`config.mk`:
```
export PLATFORM = sky130hd
export DESIGN_NAME = imm_field_encoder_flat
export DESIGN_NICKNAME = d
export VERILOG_FILES = /design/src/rtl/imm_field_encoder_if.sv /design/src/rtl/imm_field_encoder.sv /design/src/flat_wrapper.sv
export SDC_FILE = /design/constraint.sdc
export NUM_CORES = 1
export LEC_CHECK = 0
export BUFFER_PORTS_ARGS = -buffer_cell sky130_fd_sc_hd__buf_4
export CORE_UTILIZATION = 55
export DETAILED_ROUTE_END_ITERATION = 6
export GPL_ROUTABILITY_DRIVEN = 1
export HOLD_SLACK_MARGIN = 0.03
export PLACE_DENSITY = 0.83
export SKIP_LAST_GASP = 1
export SLEW_MARGIN = 40
export SYNTH_ARGS = -nofsm -noshare
export SYNTH_HDL_FRONTEND = slang
export SYNTH_SLANG_ARGS = --single-unit
```
`constraint.sdc`:
```
create_clock -name clk -period 2.4 [get_ports clk]
set_input_delay 0.48 -clock clk [delete_from_list [all_inputs] [get_ports clk]]
set_output_delay 0.48 -clock clk [all_outputs]
set_load 0.02 [all_outputs]
```
`src/rtl/imm_field_encoder_if.sv`:
```
// ---------------------------------------------------------------------------
// imm_field_encoder_if
//   Handshake bundle between the loader front end, the field encoder and
//   instruction memory.
//   Input side : in_valid/in_ready handshake with the decoded fields
//                (in_fmt, in_op, in_rd, in_rs, in_imm).
//   Output side: out_valid/out_ready handshake with the packed word,
//                its write address and the range-error flag.
//   Modports   : slave  - the encoder's view
//                master - the surrounding logic's view (loader + memory)
// ---------------------------------------------------------------------------
interface imm_field_encoder_if #(
  parameter int ADDR_W = 8
);
  logic              in_valid;
  logic              in_ready;
  logic              in_fmt;
  logic [3:0]        in_op;
  logic [5:0]        in_rd;
  logic [5:0]        in_rs;
  logic [31:0]       in_imm;
  logic              out_valid;
  logic              out_ready;
  logic [31:0]       out_word;
  logic [ADDR_W-1:0] out_addr;
  logic              out_err;

  modport slave (
    input  in_valid, in_fmt, in_op, in_rd, in_rs, in_imm, out_ready,
    output in_ready, out_valid, out_word, out_addr, out_err
  );

  modport master (
    output in_valid, in_fmt, in_op, in_rd, in_rs, in_imm, out_ready,
    input  in_ready, out_valid, out_word, out_addr, out_err
  );
endinterface

```
`src/rtl/imm_field_encoder.sv`:
```
// ---------------------------------------------------------------------------
// imm_field_encoder
//   Packs decoded instruction fields into 32-bit SCU instruction words
//   (the inverse of the immediate sign extension in the decoder), narrows
//   and range-checks the immediate, and streams the words through a
//   2-entry output buffer together with the instruction-memory address.
//
//   Word layout:  I-format {op[3:0], rd[5:0], rs[5:0], imm[15:0]}
//                 J-format {op[3:0], rd[5:0], imm[21:0]}
//
// Ports
//   clk        clock, rising edge
//   rst_n      asynchronous active-low reset
//   addr_clr   synchronous clear of the write address (wins over increment)
//   bus        imm_field_encoder_if.slave: input fields + output word stream
//   err_count  saturating count of accepted out-of-range immediates
//
// Configuration
//   IMM_SAT_EN  when defined, an out-of-range immediate saturates to the
//               field limit selected by the sign bit instead of being
//               truncated. The error flag/counter behave the same either way.
// ---------------------------------------------------------------------------
module imm_field_encoder #(
  parameter int ADDR_W   = 8,
  parameter int ERRCNT_W = 8
) (
  input  logic                clk,
  input  logic                rst_n,
  input  logic                addr_clr,
  imm_field_encoder_if.slave  bus,
  output logic [ERRCNT_W-1:0] err_count
);

  // Buffer occupancy doubles as the FSM state.
  typedef enum logic [1:0] {
    EMPTY = 2'd0,
    ONE   = 2'd1,
    FULL  = 2'd2
  } buf_state_t;

  buf_state_t          state_reg, state_next;
  logic [31:0]         word_mem [2];
  logic                err_mem  [2];
  logic                wr_ptr_reg, rd_ptr_reg;
  logic [ADDR_W-1:0]   addr_reg;
  logic [ERRCNT_W-1:0] err_count_reg;

  logic                push, pop;
  logic                fits_i, fits_j, in_err;
  logic [15:0]         imm16;
  logic [21:0]         imm22;
  logic [31:0]         packed_word;

  // ---------------------------------------------------------------------
  // Field narrowing and range check
  // ---------------------------------------------------------------------
  // A value fits an N-bit signed field when bits [31:N-1] are all copies
  // of the field's sign bit.
  assign fits_i = (&bus.in_imm[31:15]) | ~(|bus.in_imm[31:15]);
  assign fits_j = (&bus.in_imm[31:21]) | ~(|bus.in_imm[31:21]);
  assign in_err = bus.in_fmt ? ~fits_j : ~fits_i;

  always_comb begin
    imm16 = bus.in_imm[15:0];
    imm22 = bus.in_imm[21:0];
`ifdef IMM_SAT_EN
    if (!fits_i) imm16 = bus.in_imm[31] ? 16'h8000 : 16'h7FFF;
    if (!fits_j) imm22 = bus.in_imm[31] ? 22'h200000 : 22'h1FFFFF;
`endif
    if (bus.in_fmt) packed_word = {bus.in_op, bus.in_rd, imm22};
    else            packed_word = {bus.in_op, bus.in_rd, bus.in_rs, imm16};
  end

  // ---------------------------------------------------------------------
  // Handshakes. in_ready depends only on registered state, so there is no
  // combinational path from out_ready back to in_ready.
  // ---------------------------------------------------------------------
  assign bus.in_ready  = (state_reg != FULL);
  assign bus.out_valid = (state_reg != EMPTY);
  assign push          = bus.in_valid & bus.in_ready;
  assign pop           = bus.out_valid & bus.out_ready;

  // ---------------------------------------------------------------------
  // Occupancy FSM
  // ---------------------------------------------------------------------
  always_ff @(posedge clk or negedge rst_n) begin
    if (!rst_n) state_reg <= EMPTY;
    else        state_reg <= state_next;
  end

  always_comb begin
    state_next = state_reg;
    unique case (state_reg)
      EMPTY: if (push) state_next = ONE;
      ONE: begin
        if (push && !pop)      state_next = FULL;
        else if (pop && !push) state_next = EMPTY;
      end
      // in_ready is low when full, so only a pop can happen here.
      FULL:  if (pop) state_next = ONE;
      default: state_next = EMPTY;
    endcase
  end

  // ---------------------------------------------------------------------
  // Storage and pointers
  // ---------------------------------------------------------------------
  always_ff @(posedge clk or negedge rst_n) begin
    if (!rst_n) begin
      word_mem[0] <= '0;
      word_mem[1] <= '0;
      err_mem[0]  <= 1'b0;
      err_mem[1]  <= 1'b0;
      wr_ptr_reg  <= 1'b0;
    end else if (push) begin
      word_mem[wr_ptr_reg] <= packed_word;
      err_mem[wr_ptr_reg]  <= in_err;
      wr_ptr_reg           <= ~wr_ptr_reg;
    end
  end

  always_ff @(posedge clk or negedge rst_n) begin
    if (!rst_n)   rd_ptr_reg <= 1'b0;
    else if (pop) rd_ptr_reg <= ~rd_ptr_reg;
  end

  // ---------------------------------------------------------------------
  // Write address: tracks the head entry; clear takes priority.
  // ---------------------------------------------------------------------
  always_ff @(posedge clk or negedge rst_n) begin
    if (!rst_n)        addr_reg <= '0;
    else if (addr_clr) addr_reg <= '0;
    else if (pop)      addr_reg <= addr_reg + ADDR_W'(1);
  end

  // ---------------------------------------------------------------------
  // Saturating error counter, counted at acceptance time.
  // ---------------------------------------------------------------------
  always_ff @(posedge clk or negedge rst_n) begin
    if (!rst_n)
      err_count_reg <= '0;
    else if (push && in_err && (err_count_reg != {ERRCNT_W{1'b1}}))
      err_count_reg <= err_count_reg + ERRCNT_W'(1);
  end

  // Head entry is masked to zero while the buffer is empty so an idle
  // output never shows stale data.
  assign bus.out_word = bus.out_valid ? word_mem[rd_ptr_reg] : 32'h0;
  assign bus.out_err  = bus.out_valid & err_mem[rd_ptr_reg];
  assign bus.out_addr = addr_reg;
  assign err_count    = err_count_reg;

endmodule

```
`src/flat_wrapper.sv`:
```
// flat-port wrapper written by rule: the top's interface ports become plain ports
module imm_field_encoder_flat 
#(
  parameter int ADDR_W   = 8,
  parameter int ERRCNT_W = 8
)
  (clk, rst_n, addr_clr, err_count, bus_in_valid, bus_in_fmt, bus_in_op, bus_in_rd, bus_in_rs, bus_in_imm, bus_out_ready, bus_in_ready, bus_out_valid, bus_out_word, bus_out_addr, bus_out_err);
  imm_field_encoder_if #(.ADDR_W(ADDR_W)) bus_i ();
  input  logic clk;
  input  logic rst_n;
  input  logic addr_clr;
  output logic [ERRCNT_W-1:0] err_count;
  input wire logic [$bits(bus_i.in_valid)-1:0] bus_in_valid;
  input wire logic [$bits(bus_i.in_fmt)-1:0] bus_in_fmt;
  input wire logic [$bits(bus_i.in_op)-1:0] bus_in_op;
  input wire logic [$bits(bus_i.in_rd)-1:0] bus_in_rd;
  input wire logic [$bits(bus_i.in_rs)-1:0] bus_in_rs;
  input wire logic [$bits(bus_i.in_imm)-1:0] bus_in_imm;
  input wire logic [$bits(bus_i.out_ready)-1:0] bus_out_ready;
  output wire logic [$bits(bus_i.in_ready)-1:0] bus_in_ready;
  output wire logic [$bits(bus_i.out_valid)-1:0] bus_out_valid;
  output wire logic [$bits(bus_i.out_word)-1:0] bus_out_word;
  output wire logic [$bits(bus_i.out_addr)-1:0] bus_out_addr;
  output wire logic [$bits(bus_i.out_err)-1:0] bus_out_err;
  assign bus_i.in_valid = bus_in_valid;
  assign bus_i.in_fmt = bus_in_fmt;
  assign bus_i.in_op = bus_in_op;
  assign bus_i.in_rd = bus_in_rd;
  assign bus_i.in_rs = bus_in_rs;
  assign bus_i.in_imm = bus_in_imm;
  assign bus_i.out_ready = bus_out_ready;
  assign bus_in_ready = bus_i.in_ready;
  assign bus_out_valid = bus_i.out_valid;
  assign bus_out_word = bus_i.out_word;
  assign bus_out_addr = bus_i.out_addr;
  assign bus_out_err = bus_i.out_err;
  imm_field_encoder #(.ADDR_W(ADDR_W), .ERRCNT_W(ERRCNT_W)) u_core (.clk(clk), .rst_n(rst_n), .addr_clr(addr_clr), .bus(bus_i), .err_count(err_count));
endmodule
```
After elaboration in Yosys (flattened, before gate mapping)
Cells that the tools add are included.

operators by class
  reductions and logical operators = 15
  mux-type cells = 22
  eq/ne operators = 7
  order comparisons = 3
  add/subtract/negate cells = 2
  shift operators = 0
  $mul = 0
  bitwise gates (word level) = 13
  divide/modulo/power cells = 0

operator list
  kind                                                              number
  32-bit 2-to-1 mux                                                 5
  64-bit bitwise mux                                                1
  32-bit demux with 1-bit select                                    1
  22-bit 2-to-1 mux                                                 1
  17-bit AND reduction                                              1
  17-bit OR reduction                                               1
  8-bit by 1-bit adder with 8-bit output (second input constant)    2
  8-bit 2-to-1 mux                                                  2
  11-bit AND reduction                                              1
  11-bit OR reduction                                               1
  2-bit 2-to-1 mux                                                  4
  8-bit != test (second input constant)                             1
  1-bit inverter                                                    6
  2-bit one-hot mux with 3 select lines                             1
  1-bit logical AND                                                 5
  1-bit 2-to-1 mux                                                  5
  2-bit greater-or-equal comparator (second input constant)         2
  2-bit by 1-bit != test with 1-bit output (second input constant)  2
  1-bit inverter with 2-bit output                                  2
  2-bit nonzero test                                                2
  1-bit AND                                                         3
  3-bit by 1-bit != test with 1-bit output (second input constant)  1
  3-bit AND reduction                                               1
  2-bit bitwise mux                                                 1
  other kinds (8)                                                   10

word-level totals
  memory bits (writable) = 0
  output and inout bits = 51
  bits in latches = 0
  ROM bits = 0
  register bits after elaboration = 86
  memories = 0
  input bits = 54

Longest topological paths before layout
  depth in word-level cells = 7
  gate-level depth with buffers = 7
  depth with buffers taken out = 6

Least setup slack after synthesis
No wires, ideal clock.

  path kind = register to output
  start = reg u_core.rd_ptr_reg
  end = out bus_out_word[10]
  arrival time = 1267 ps
  stages on the path, launching flop included = 5
  required time = 1920 ps
  setup slack = 653 ps
  path through = dfrtp_1 clkbuf_1 buf_2 mux2i_1 nor2_1

between the ends
  longest elaborated chain between the ends = 5

ends and longest elaborated chain
  item                                                    RTL line                  text
  start, declared                                         imm_field_encoder.sv:44   logic wr_ptr_reg, rd_ptr_reg;
  start signal, assigned                                  imm_field_encoder.sv:124  else if (pop) rd_ptr_reg <= ~rd_ptr_reg;
  1-bit inverter with 2-bit output (not written as such)  imm_field_encoder.sv:148  assign bus.out_word = bus.out_valid ? word_mem[rd_ptr_reg] : 32'h0;
  32-bit 2-to-1 mux (not written as such) (3 in series)   imm_field_encoder.sv:148
  32-bit 2-to-1 mux                                       imm_field_encoder.sv:148
  end, declared                                           flat_wrapper.sv:22        output wire logic [$bits(bus_i.out_word)-1:0] bus_out_word;

Every way passes these cells. The select of a mux whose other input is x is not followed.

Final worst setup path
  start = reg u_core.rd_ptr_reg
  end = out bus_out_word[26]

The elaborated chain is that of the path after synthesis.

==> key figures <==
Finish
  • Layout cells sized above 1: 42.5%
  • Max reg flops: 64
  • FILL cells: 484
  • Layout Nets: 498
  • N_diodes: 0
  • Post-Layout Inst Area: 5150 sq um
  • Synth-to-layout area growth: 27.5%

Pwr
  • Lkg Pwr: 2.44 nW
  • Int Power: 4.01 mW
  • Maximum vdd drop: 0.000743 V
  • Reg power frac: 40.0%
  • Comb power frac: 44.7%
  • Sw Share: 36.7%
  • PD cells: 1230 nW/um^2
  • Clock power share: 15.2%
  • Total design power: 6.33 mW
  • Sw Pwr: 2.33 mW

Critical path
  • Largest fanout on the critical path: 22
  • Worst R2R Path Depth: 5
  • CP Cell Sequence: buf_12 > mux2i_1 > nor2_1 > buf_4
  • WP depth: 4
  • Worst Setup SP: u_core.rd_ptr_reg
  • Kind of critical path: flip-flop to output port
  • Nature of the critical path endpoint: output port
  • Crit path buffers/inverters: 2
  • Startpoint Class: flip-flop
  • CP peak stage delay: 660 ps
  • RR Startpoint: u_core.state_reg[0]
  • Critical path's slowest cell: dfrtp_2
  • Top delay family on crit path: flip-flops
  • CP arrival: 1750 ps
  • Worst path required time: 1920 ps

Clock tree
  • Hold bufs inserted after CTS: 0
  • CTS resizes: 0
  • TritonCTS clock tree: yes
  • H-tree Lvls: 3
  • CTS Sinks: 86
  • Total CTS buffers: 9
  • Worst-path clk slew: 80 ps
  • Maximum clock path buffer count: 2
  • Post-CTS Setup Bufs: 0
  • Root Driver: clkbuf_8
  • Clock Latency Late Sink: 340 ps

Timing
  • Hold Slack: 122 ps
  • RSZ-0062 raised after global routing: no
  • Setup ws final: 172 ps
  • Fin crit share: 92.8%
  • Worst Max-Slew Pin Slew: 489 ps
  • Tmin final: 2230 ps
  • Fin. max-slew vios: 0
  • Max Fclk: 0.449 GHz
  • Rel. slew slack: 67.2%
  • Final setup skew: 9.36 ps
  • Fin Setup TNS: 0 ps
  • Endpoints failing hold: 0
  • Final setup fails: 0

Floorplanning
  • Initial Util: 58.2%
  • # IOs: 105
  • Area of the die: 7690 sq um
  • Die Y: 87.7 um
  • Core area: 6940 sq um
  • Die extent in x: 87.7 um
  • Num rows: 30

Hold path
  • Worst hold-check path type: primary input to asynchronous set/reset pin

Route
  • Drt drc: 0
  • 1st-iter DRT viols: 129
  • TritonRoute pass-1 iters: 4
  • Total number of vias: 2937
  • Vias per cell: 5.41
  • Routed WL: 8190 um
  • DR WL/cell: 15.1 um
  • Remaining antenna violation count after routing: 0

Global routing
  • Vias in the first global route: 2918
  • GRT Total Usage: 22.6%
  • Global route overflow: 0
  • Antenna violations before repair: 0
  • First-pass GRT wire length: 13200 um
  • Largest net degree at the start of global routing: 87

Yosys
  • Net count after synthesis: 394
  • Count of unique library cells instantiated by Yosys: 34
  • Mapped Cells: 338
  • EDFF count, synth: 0
  • Synth Flop Type: dfrtp_1
  • Async set-reset flop share out of synthesis: 100%
  • Avg Inst Size Synth: 12.0 sq um
  • Yosys reg bits: 86
  • Mapped cell area: 4040 sq um
  • Sequential area share after synthesis: 53.3%
  • Synth warn: 0

Placed design
  • DP HPWL: 5670 um
  • Port bufs: 104
  • Post-Place Setup Slack: 434 ps
  • Placed standard-cell area: 4970 sq um
  • Routability congestion estimate: 0.788

Run status
  • Status: finished, final reports clean

Run
  • # Max-Cap Violations: 0
## through the flow
stage / util, % / instances
final: 74.2 / 543
after global routing: 74.2 / 543
after CTS: 74.2 / 543
after detailed placement: 71.5 / 527
after global placement: 71.5 / 527
after floorplan: - / 338
## power by group through the flow
stage	clock, mW	sequential [mW]	combinational [mW]
floorplan	0	2.45	1.89
global placement	0	2.51	2.79
detailed placement	0	2.55	2.86
CTS	0.984	2.53	2.87
global route	1.04	2.62	3.08
finish	0.966	2.54	2.83
## cell usage after synthesis (all sizes together), types with 3 or more instances
cell type	instances	area, sq um
nand2	12	45.0
xnor2	4	35.0
nor3	5	25.0
nand3	12	60.1
inv	3	11.3
mux2	54	616
xor2	11	96.3
buf	12	66.3
a21oi	11	55.1
nor2	51	194
o21ai	8	40.0
nor4	6	50.0
dfrtp	86	2150
nand4	5	31.3
mux2i	40	400
clkbuf	5	18.8
## worst register-to-register path: stages, from the launching register on
cell      delay [ps]
dfrtp_1          440
nand2b_2         220
nand2_1          160
nor2_4           140
buf_12           240
mux2_2           380
## layer usage
metal / vias to the layer above / wire [um] / GRT usage (%)
met3: 10 / 541 / 5.75
met5: - / 0 / 0
met2: 85 / 4100 / 39.2
li1: 1391 / - / -
met4: 0 / 92 / 8.49
met1: 1451 / 3450 / 27.0
## cell type report
type                            instances  area (sq um)  area share [%]
Timing Repair Buffer                  110           876            17.0
Inverter                                3          11.3           0.219
Multi-Input combinational cell        232          1810            35.1
Clock buffer                           12           135            2.62
Tap cell                               96           120            2.33
Clock inverter                          4          47.5           0.923
Sequential cell                        86          2150            41.8
## cell families (layout without fill, tap and decap cells)
| kind of cell | Yosys count | after routing | synth area share (%) |
|---|---|---|---|
| and+or+nand+nor | 98 | 98 | 11.5 |
| muxes | 94 | 94 | 25.1 |
| DFF | 86 | 86 | 53.3 |
| AOI/OAI and AO/OA | 23 | 23 | 3.84 |
| buffers and inverters | 20 | 129 | 2.38 |
| xor gates and xnor gates | 15 | 15 | 3.25 |
| adders and majority gates | 2 | 2 | 0.619 |
## cell usage in the layout (no fill, tap or decap), drive strengths merged, types with 6 or more instances in the layout
cell / Yosys / final
buf: 12 / 110
dfrtp: 86 / 86
mux2: 54 / 54
nor2: 51 / 51
mux2i: 40 / 40
nand2: 12 / 12
nand3: 12 / 12
clkbuf: 5 / 12
a21oi: 11 / 11
xor2: 11 / 11
o21ai: 8 / 8
nor4: 6 / 6
## worst paths after layout
| kind | to | slack (ps) |
|---|---|---|
| worst min-delay path | u_core.err_count[4] | 120 |
| worst max-delay path | bus_out_word[26] | 170 |
| worst max register to register | u_core.word_mem[34] | 710 |
| worst min register to register | u_core.word_mem[19] | 500 |
| min in group clk | u_core.bus.out_addr[3] | 350 |
| max in group asynchronous | u_core.rd_ptr_reg | 1840 |
Note: power is estimated with default switching activity, not from simulation.
